### src/rtl/pipeline_scoreboard_pkg.sv
// Purpose : shared types and constants for the in-flight register-write scoreboard.
// Latency : n/a (types and constants only).
// Backpress: n/a.
// Contents: sb_entry_t, pipeline stage indices, forward-select encoding.
package pipeline_pkg;

  // Widest register index an entry can hold; narrower indices are zero-extended,
  // so the unused upper bits are constant and drop out in synthesis.
  localparam int RD_W_MAX = 8;

  typedef struct packed {
    logic                valid;
    logic [RD_W_MAX-1:0] rd;
    logic                is_load;
  } sb_entry_t;

  // Classic stage numbering; scoreboard entry 0 corresponds to PL_EX.
  localparam int PL_IF  = 0;
  localparam int PL_ID  = 1;
  localparam int PL_EX  = 2;
  localparam int PL_MEM = 3;
  localparam int PL_WB  = 4;

  // Forward select meaning "read the register file".
  localparam int FWD_SEL_REGFILE = 0;

endpackage

### src/rtl/pipeline_scoreboard_match.sv
// Purpose : youngest-first priority match of one source register against the scoreboard.
// Latency : combinational.
// Backpress: none; pure lookup.
// Ports   : i entries (packed entry array), addr, used; o hit, index, is_load.
module scoreboard_match
  import pipeline_pkg::*;
#(
  parameter int REG_ADDR_WIDTH = 5,
  parameter int LATENCY        = 3,
  parameter int IDX_W          = $clog2(LATENCY)
) (
  input  sb_entry_t [LATENCY-1:0]      entries,
  input  logic [REG_ADDR_WIDTH-1:0]    addr,
  input  logic                         used,
  output logic                         hit,
  output logic [IDX_W-1:0]             index,
  output logic                         is_load
);

  logic [RD_W_MAX-1:0] w_addr_ext;
  assign w_addr_ext = RD_W_MAX'(addr);

  always_comb begin
    hit     = 1'b0;
    index   = '0;
    is_load = 1'b0;
    // Walk oldest to youngest so the lowest matching index overwrites the rest.
    for (int k = LATENCY - 1; k >= 0; k--) begin
      if (used && (addr != '0) && entries[k].valid && (entries[k].rd == w_addr_ext)) begin
        hit     = 1'b1;
        index   = IDX_W'(k);
        is_load = entries[k].is_load;
      end
    end
  end

endmodule

### src/rtl/pipeline_scoreboard.sv
// Purpose : shift-register scoreboard of in-flight register writes; emits stall and forward selects.
// Latency : stall/fwd selects are combinational from inputs; state advances one entry per clock.
// Backpress: stall holds IF/ID and injects a bubble; flush overrides stall and squashes entry 0.
// Ports   : clock, reset (async, active-high); issue_* describe the ID instruction; rs1/rs2 sources;
//           flush; outputs stall, fwd_rs1_sel, fwd_rs2_sel, stall_count (saturating).
module pipeline_scoreboard
  import pipeline_pkg::*;
#(
  parameter int REG_ADDR_WIDTH  = 5,
  parameter int LATENCY         = 3,
  parameter int FORWARD_EN      = 0,
  parameter int STALL_CNT_WIDTH = 32
) (
  input  logic                            clock,
  input  logic                            reset,
  input  logic                            issue_valid,
  input  logic [REG_ADDR_WIDTH-1:0]       issue_rd,
  input  logic                            issue_rd_write,
  input  logic                            issue_is_load,
  input  logic [REG_ADDR_WIDTH-1:0]       rs1_addr,
  input  logic                            rs1_used,
  input  logic [REG_ADDR_WIDTH-1:0]       rs2_addr,
  input  logic                            rs2_used,
  input  logic                            flush,
  output logic                            stall,
  output logic [$clog2(LATENCY+1)-1:0]    fwd_rs1_sel,
  output logic [$clog2(LATENCY+1)-1:0]    fwd_rs2_sel,
  output logic [STALL_CNT_WIDTH-1:0]      stall_count
);

  localparam int IDX_W = $clog2(LATENCY);
  localparam int SEL_W = $clog2(LATENCY + 1);

  sb_entry_t [LATENCY-1:0]     r_entries;
  logic [STALL_CNT_WIDTH-1:0]  r_stall_count;

  logic                        w_m1_hit, w_m1_ld, w_m2_hit, w_m2_ld;
  logic [IDX_W-1:0]            w_m1_idx, w_m2_idx;
  logic                        w_st1, w_st2;
  logic [SEL_W-1:0]            w_sel1, w_sel2;
  logic                        w_issue;

  scoreboard_match #(
    .REG_ADDR_WIDTH (REG_ADDR_WIDTH),
    .LATENCY        (LATENCY)
  ) u_match_rs1 (
    .entries (r_entries),
    .addr    (rs1_addr),
    .used    (rs1_used),
    .hit     (w_m1_hit),
    .index   (w_m1_idx),
    .is_load (w_m1_ld)
  );

  scoreboard_match #(
    .REG_ADDR_WIDTH (REG_ADDR_WIDTH),
    .LATENCY        (LATENCY)
  ) u_match_rs2 (
    .entries (r_entries),
    .addr    (rs2_addr),
    .used    (rs2_used),
    .hit     (w_m2_hit),
    .index   (w_m2_idx),
    .is_load (w_m2_ld)
  );

  // Only a load still in EX cannot be forwarded; anything older has its data on a bypass path.
  always_comb begin
    w_st1  = 1'b0;
    w_st2  = 1'b0;
    w_sel1 = SEL_W'(FWD_SEL_REGFILE);
    w_sel2 = SEL_W'(FWD_SEL_REGFILE);
    if (w_m1_hit) begin
      if (FORWARD_EN == 0)                   w_st1  = 1'b1;
      else if ((w_m1_idx == '0) && w_m1_ld)  w_st1  = 1'b1;
      else                                   w_sel1 = SEL_W'(w_m1_idx) + SEL_W'(1);
    end
    if (w_m2_hit) begin
      if (FORWARD_EN == 0)                   w_st2  = 1'b1;
      else if ((w_m2_idx == '0) && w_m2_ld)  w_st2  = 1'b1;
      else                                   w_sel2 = SEL_W'(w_m2_idx) + SEL_W'(1);
    end
  end

  assign stall       = issue_valid && (w_st1 || w_st2);
  assign fwd_rs1_sel = w_sel1;
  assign fwd_rs2_sel = w_sel2;
  assign stall_count = r_stall_count;

  // Writes to x0 are never tracked, so x0 can never create a hazard.
  assign w_issue = issue_valid && !stall && !flush && issue_rd_write && (issue_rd != '0);

  always_ff @(posedge clock or posedge reset) begin
    if (reset) begin
      r_entries     <= '0;
      r_stall_count <= '0;
    end else begin
      for (int k = LATENCY - 1; k >= 2; k--) begin
        r_entries[k] <= r_entries[k-1];
      end
      // A flush squashes the instruction that was in EX as it moves on.
      r_entries[1]       <= r_entries[0];
      r_entries[1].valid <= r_entries[0].valid && !flush;

      r_entries[0].valid   <= w_issue;
      r_entries[0].rd      <= w_issue ? RD_W_MAX'(issue_rd) : '0;
      r_entries[0].is_load <= w_issue && issue_is_load;

      if (stall && !flush && (r_stall_count != '1)) begin
        r_stall_count <= r_stall_count + STALL_CNT_WIDTH'(1);
      end
    end
  end

endmodule

### config.mk
export PLATFORM = sky130hd
export DESIGN_NAME = pipeline_scoreboard
export DESIGN_NICKNAME = d
export VERILOG_FILES = /design/src/rtl/pipeline_scoreboard_pkg.sv /design/src/rtl/pipeline_scoreboard_match.sv /design/src/rtl/pipeline_scoreboard.sv
export SDC_FILE = /design/constraint.sdc
export NUM_CORES = 1
export LEC_CHECK = 0
export ABC_AREA = 1
export CORE_MARGIN = 5
export CORE_UTILIZATION = 55
export CTS_CLUSTER_DIAMETER = 80
export DETAILED_ROUTE_END_ITERATION = 16
export PLACE_DENSITY = 0.83
export SKIP_CTS_REPAIR_TIMING = 1
export SYNTH_ARGS = -nofsm -noshare
export SYNTH_HDL_FRONTEND = slang
export SYNTH_SLANG_ARGS = --single-unit
### constraint.sdc
create_clock -name clock -period 2.7 [get_ports clock]
set_input_delay 0.27 -clock clock [delete_from_list [all_inputs] [get_ports clock]]
set_output_delay 0.27 -clock clock [all_outputs]
set_load 0.05 [all_outputs]
# After elaboration in Yosys (flattened, before gate mapping)
# Index checks and enable logic that the tools add are counted.
# totals
reg_bits,50
inputBits,23
output_inout_bits,37
elab_cells,52
# classes
add_sub_neg,1
eq_ne,7
n_mux,9
reduce_logical,28
# ops
op,n
$add A32 B1 Y32 const B,1
$ne A32 B32 Y1 const B,1
$eq A5 B5 Y1,6
$logic_and A1 B1 Y1,22
$reduce_bool A5 Y1,3
$mux W1,8
$mux W5,1
$logic_not A1 Y1,2
$logic_or A1 B1 Y1,1

# Longest topological paths before layout
# logic_depth
ltp_word,16
depth_mapped,12
depth_no_buf,11

# Hierarchy
# From an unflattened synthesis, not the netlist that was laid out.
# hier_totals
cells_unflattened,662
hier_area_um2,3935.0
# modules_own_cells
mod,n_inst,cells_per_inst,area_per_inst_um2,seq_area_each_um2
pipeline_scoreboard,1,408,2879.0,1326.3
scoreboard_match,2,127,528.0,0.0

# Least setup slack after synthesis
# Ideal clock, no wire load.
# synth_path
path_kind,reg2reg
start,"reg r_stall_count[0], in the netlist stall_count[0]"
end,"reg r_stall_count[3], in the netlist stall_count[3]"
setup_ns,0.066
arrival_ns,2.041
required_ns,2.634
path_slack_ns,0.592
path_stages_with_launch,11
n_path_buf,1
synth_period_minus_slack_ns,2.108
cell_sequence,dfrtp_1 -> ha_1 -> nand2_2 -> nor2_4 -> nand4_1 -> nor2_1 -> nand3_2 -> nand3_2 -> buf_4 -> nand2_1 -> nand2_1
# synth_between
elab_chain_cells,2
word_cells_on_any_way,3
cone_classes,add/sub (1); eq/ne (1); reduce/logical (1)
# synth_rtl
element,line_no,rtl
from (decl),pipeline_scoreboard.sv:35,logic [STALL_CNT_WIDTH-1:0] r_stall_count;
from (signal assigned),pipeline_scoreboard.sv:110,r_stall_count <= r_stall_count + STALL_CNT_WIDTH'(1);
branches (longest 2 deep; another with $add A32 B1 Y32),--,
# Several ways; the timed one is not identified.
# A chain may end at the register's enable or synchronous reset.

# Worst setup path in the final report
# layout_path
start,in rs2_addr[4]
end,out stall
# layout_between
elab_chain_cells,10
word_cells_on_any_way,17
cone_classes,eq/ne (3); mux (4); reduce/logical (10)
# layout_rtl
element,line_no,rtl
from (decl),pipeline_scoreboard.sv:22,"input logic [REG_ADDR_WIDTH-1:0] rs2_addr,"
$reduce_bool A5 Y1,pipeline_scoreboard_match.sv:29,if (used && (addr != '0) && entries[k].valid && (entries[k].rd == w_addr_ext)) begin
$logic_and A1 B1 Y1 (3 in series),pipeline_scoreboard_match.sv:29,
$mux W1 (2 in series),pipeline_scoreboard_match.sv:29,
$mux W1 *,pipeline_scoreboard_match.sv:29,
$mux W1 *,pipeline_scoreboard.sv:78,if (w_m2_hit) begin
$logic_or A1 B1 Y1 *,pipeline_scoreboard.sv:85,assign stall = issue_valid && (w_st1 || w_st2);
$logic_and A1 B1 Y1 *,pipeline_scoreboard.sv:85,
to (decl),pipeline_scoreboard.sv:25,"output logic stall,"
# Every way passes the cells marked *; elsewhere a longest branch is shown, timed or not.

==> summary.txt <==
Run status
  – Run status: completed

Power
  – Sw power: 0.000385 W
  – Pwr per Cell Area: 356 nW/µm²
  – Internal power: 0.00109 W
  – Share of total power in the clock network: 0.373
  – Power Total: 0.00148 W
  – Switching share of power: 0.261
  – Comb pwr share: 0.107
  – Sequential Power Share: 0.521
  – Leakage Power: 1.99 nW
  – Max VDD drop: 0.218 mV

Floorplanning
  – Die Y: 88.6 µm
  – # IOs: 60
  – Die Area: 7850 µm²
  – Die width: 88.6 µm
  – Initial Util: 0.571
  – Core area: 5960 µm²
  – # rows: 28

STA
  – Max Slew Vio Count: 0
  – Unrepaired setup endpoints after global routing: no
  – Setup TNS: 0 ns
  – Worst Clk Skew: 0.00770 ns
  – Slew of the pin with the lowest slew margin: 0.683 ns
  – Peak Freq: 451 MHz
  – Final period util: 0.821
  – # setup viols final: 0
  – Relative slew slack: 0.541
  – Fin crit period: 2.22 ns
  – Hold Violations, Final: 0

Final layout
  – Fillers: 537
  – Layout cells sized above 1: 0.0765
  – Antenna Cells: 0
  – Finished Core Util: 0.696
  – Commonest non-fill, non-tap cell in the layout: nand2_1
  – Most frequent cells in the layout: nand2_1, nor2_1, clkdlybuf4s50_1, dfrtp_1, nand4_1
  – Area growth, synth to finish: 22.1%
  – Final nets: 611

Setup path
  – CP startpoint kind: input port
  – FF-to-FF path depth: 7
  – Worst R2R Setup Slack: 0.72 ns
  – CP Class: in2out
  – R2R Path Start: stall_count[0]$_DFFE_PP0P_
  – Critical path peak fanout: 4
  – Reg2reg end: stall_count[30]$_DFFE_PP0P_
  – CP endpoint kind: primary output
  – Worst Path Required: 2.43 ns
  – Crit path DAT: 1.95 ns

Global routing
  – Remaining Overflow, GRT: 0
  – Total GRT Usage: 0.266
  – Vias in the first global route: 3426
  – Largest net degree at the start of global routing: 51
  – First-pass GRT wire length: 16.5 mm
  – Initial antenna violation count: 0

Detailed routing
  – Drt total wl: 9.51 mm
  – Number of remaining DRC errors: 0
  – Via count: 3567
  – Met1 wire length: 4.41 mm
  – Post-route ant nets: 0
  – Drt wl/cell: 14.3 µm
  – Max layer used: met4
  – WL met2: 4.30 mm
  – DR iter-0 viols: 292
  – First drt pass iteration count: 5
  – Vias per inst: 5.38
  – Met3 wire len: 689 µm

Clock tree
  – Root Buffer: clkbuf_8
  – Clk pin slew, worst setup/hold paths: 0.10 ns
  – H-tree depth: 2
  – CTS Buf Count: 5
  – Clock Latency Late Sink: 0.31 ns
  – CTS tree: yes
  – Clk buf depth: 2
  – Clk sink count: 50

Worst hold path
  – Worst Hold Depth: 0
  – Hold path startpoint: r_entries[19]$_DFF_PP0_
  – HP Class: reg2reg
  – Hold Path End: r_entries[29]$_DFF_PP0_

Flow run
  – MaxCap Viol Count: 0

Logic synthesis
  – Main combinational cell family by area after synthesis: simple AND/OR/NAND/NOR gates
  – Compound-Gate Fraction of Synth Area: 0.00736
  – Area fraction in and, or, nand and nor cells after synthesis: 0.490
  – Library cells used by synthesis: 27
  – Mux contribution to synthesized area: 0
  – Synth Area in XOR/XNOR: 0.0412
  – Synth area leader: dfrtp_1
  – Synthesis Warnings: 0
  – Syn_area_per_cell: 6.40 µm²
  – Yosys top cell area share: 0.368
  – Mapped cell area: 3400 µm²
  – Gate Count Post-Synth: 531
  – Synth top area cells: dfrtp_1, nand2_1, nor2_1, nand4_1, inv_1
  – Register bit total from synthesis: 50
  – Post-Synth Adder-Cell Area: 0.00368
  – Post-synthesis sequential area ratio: 0.368

Place
  – Detailed Place HPWL: 7.25 mm
  – RePlAce Congestion: 0.978
  – IO Port Bufs: 54
-- power groups by stage --
stage | Combinational, W | Sequential [W] | Clock, W
6_report | 0.000157 | 0.000769 | 0.000550
4_1_cts | 0.000158 | 0.000769 | 0.000563
5_1_grt | 0.000175 | 0.000771 | 0.000602
3_5_place_dp | 0.000157 | 0.000784 | 0
3_3_place_gp | 0.000155 | 0.000783 | 0
2_1_floorplan | 0.0000893 | 0.000788 | 0
-- Yosys cell counts (all sizes together) --
cell / n
dfrtp: 50
nor3b: 1
nand3b: 8
ha: 1
a21oi: 1
xor2: 13
clkinv: 1
clkbuf: 3
buf: 13
o21ai: 4
nor3: 13
xnor2: 3
nand2: 236
nor2: 73
conb: 1
nand3: 19
inv: 54
nand4: 37
-- per-layer routing --
layer  global-route usage  up-vias
li1                     -     1768
met1                0.385     1644
met2                0.420      143
met3               0.0400       12
met4               0.0659        0
met5                    0        -
-- worst max-delay path by stage --
stage          depth (start not counted)                         end  slack [ns]                  startpoint
6_report                              12                       stall        0.48                 rs2_addr[4]
3_3_place_gp                          12                       stall        0.51                 rs2_addr[4]
4_1_cts                               12                       stall        0.50                 rs2_addr[4]
5_1_grt                               12                       stall        0.35                 rs2_addr[4]
2_1_floorplan                         10  stall_count[3]$_DFFE_PP0P_        0.59  stall_count[0]$_DFFE_PP0P_
3_5_place_dp                          12                       stall        0.51                 rs2_addr[4]
-- cells by family after synthesis --
logic type	after synthesis
flip-flops	50
AO/OA/AOI/OAI	5
buffers and inverters	71
AND/OR/NAND/NOR	387
adder cells (fa/ha/maj)	1
XOR/XNOR	16
other	1
-- state kept, by name, indices dropped and copies added, names as in the netlist --
signal / count
stall_count: 32
r_entries: 18
-- metrics by stage --
| stage | area (µm²) | std cells | hold slack, ns | worst slack, ns |
|---|---|---|---|---|
| after global placement | 4040 | 655 | 0.405 | 0.507 |
| after floorplan | 3410 | 534 | 0.335 | 0.592 |
| after CTS | 4150 | 663 | 0.429 | 0.502 |
| after global routing | 4150 | 663 | 0.446 | 0.352 |
| after detailed placement | 4040 | 655 | 0.406 | 0.512 |
| final | 4150 | 663 | 0.426 | 0.485 |
-- final cells by class --
class | instances | area, µm² | area share
repair buffers | 62 | 623 | 0.150
inverters | 55 | 206 | 0.0498
clock inverters | 3 | 43.8 | 0.0106
flip-flops and latches | 50 | 1250 | 0.302
well taps | 75 | 93.8 | 0.0226
clock buffers | 5 | 68.8 | 0.0166
multi-input cells | 413 | 1860 | 0.449
-- worst max-delay path, cell delays in order --
cell and delay, ns:
clkdlybuf4s50_1 0.58, inv_2 0.09, nand2_1 0.06, nand2_1 0.05
nor2_1 0.11, nand3_1 0.09, nand3_1 0.09, nand2_1 0.09
nand2_2 0.12, inv_2 0.05, nor2_1 0.17, buf_12 0.17
Power figures use the tool's default switching activity.
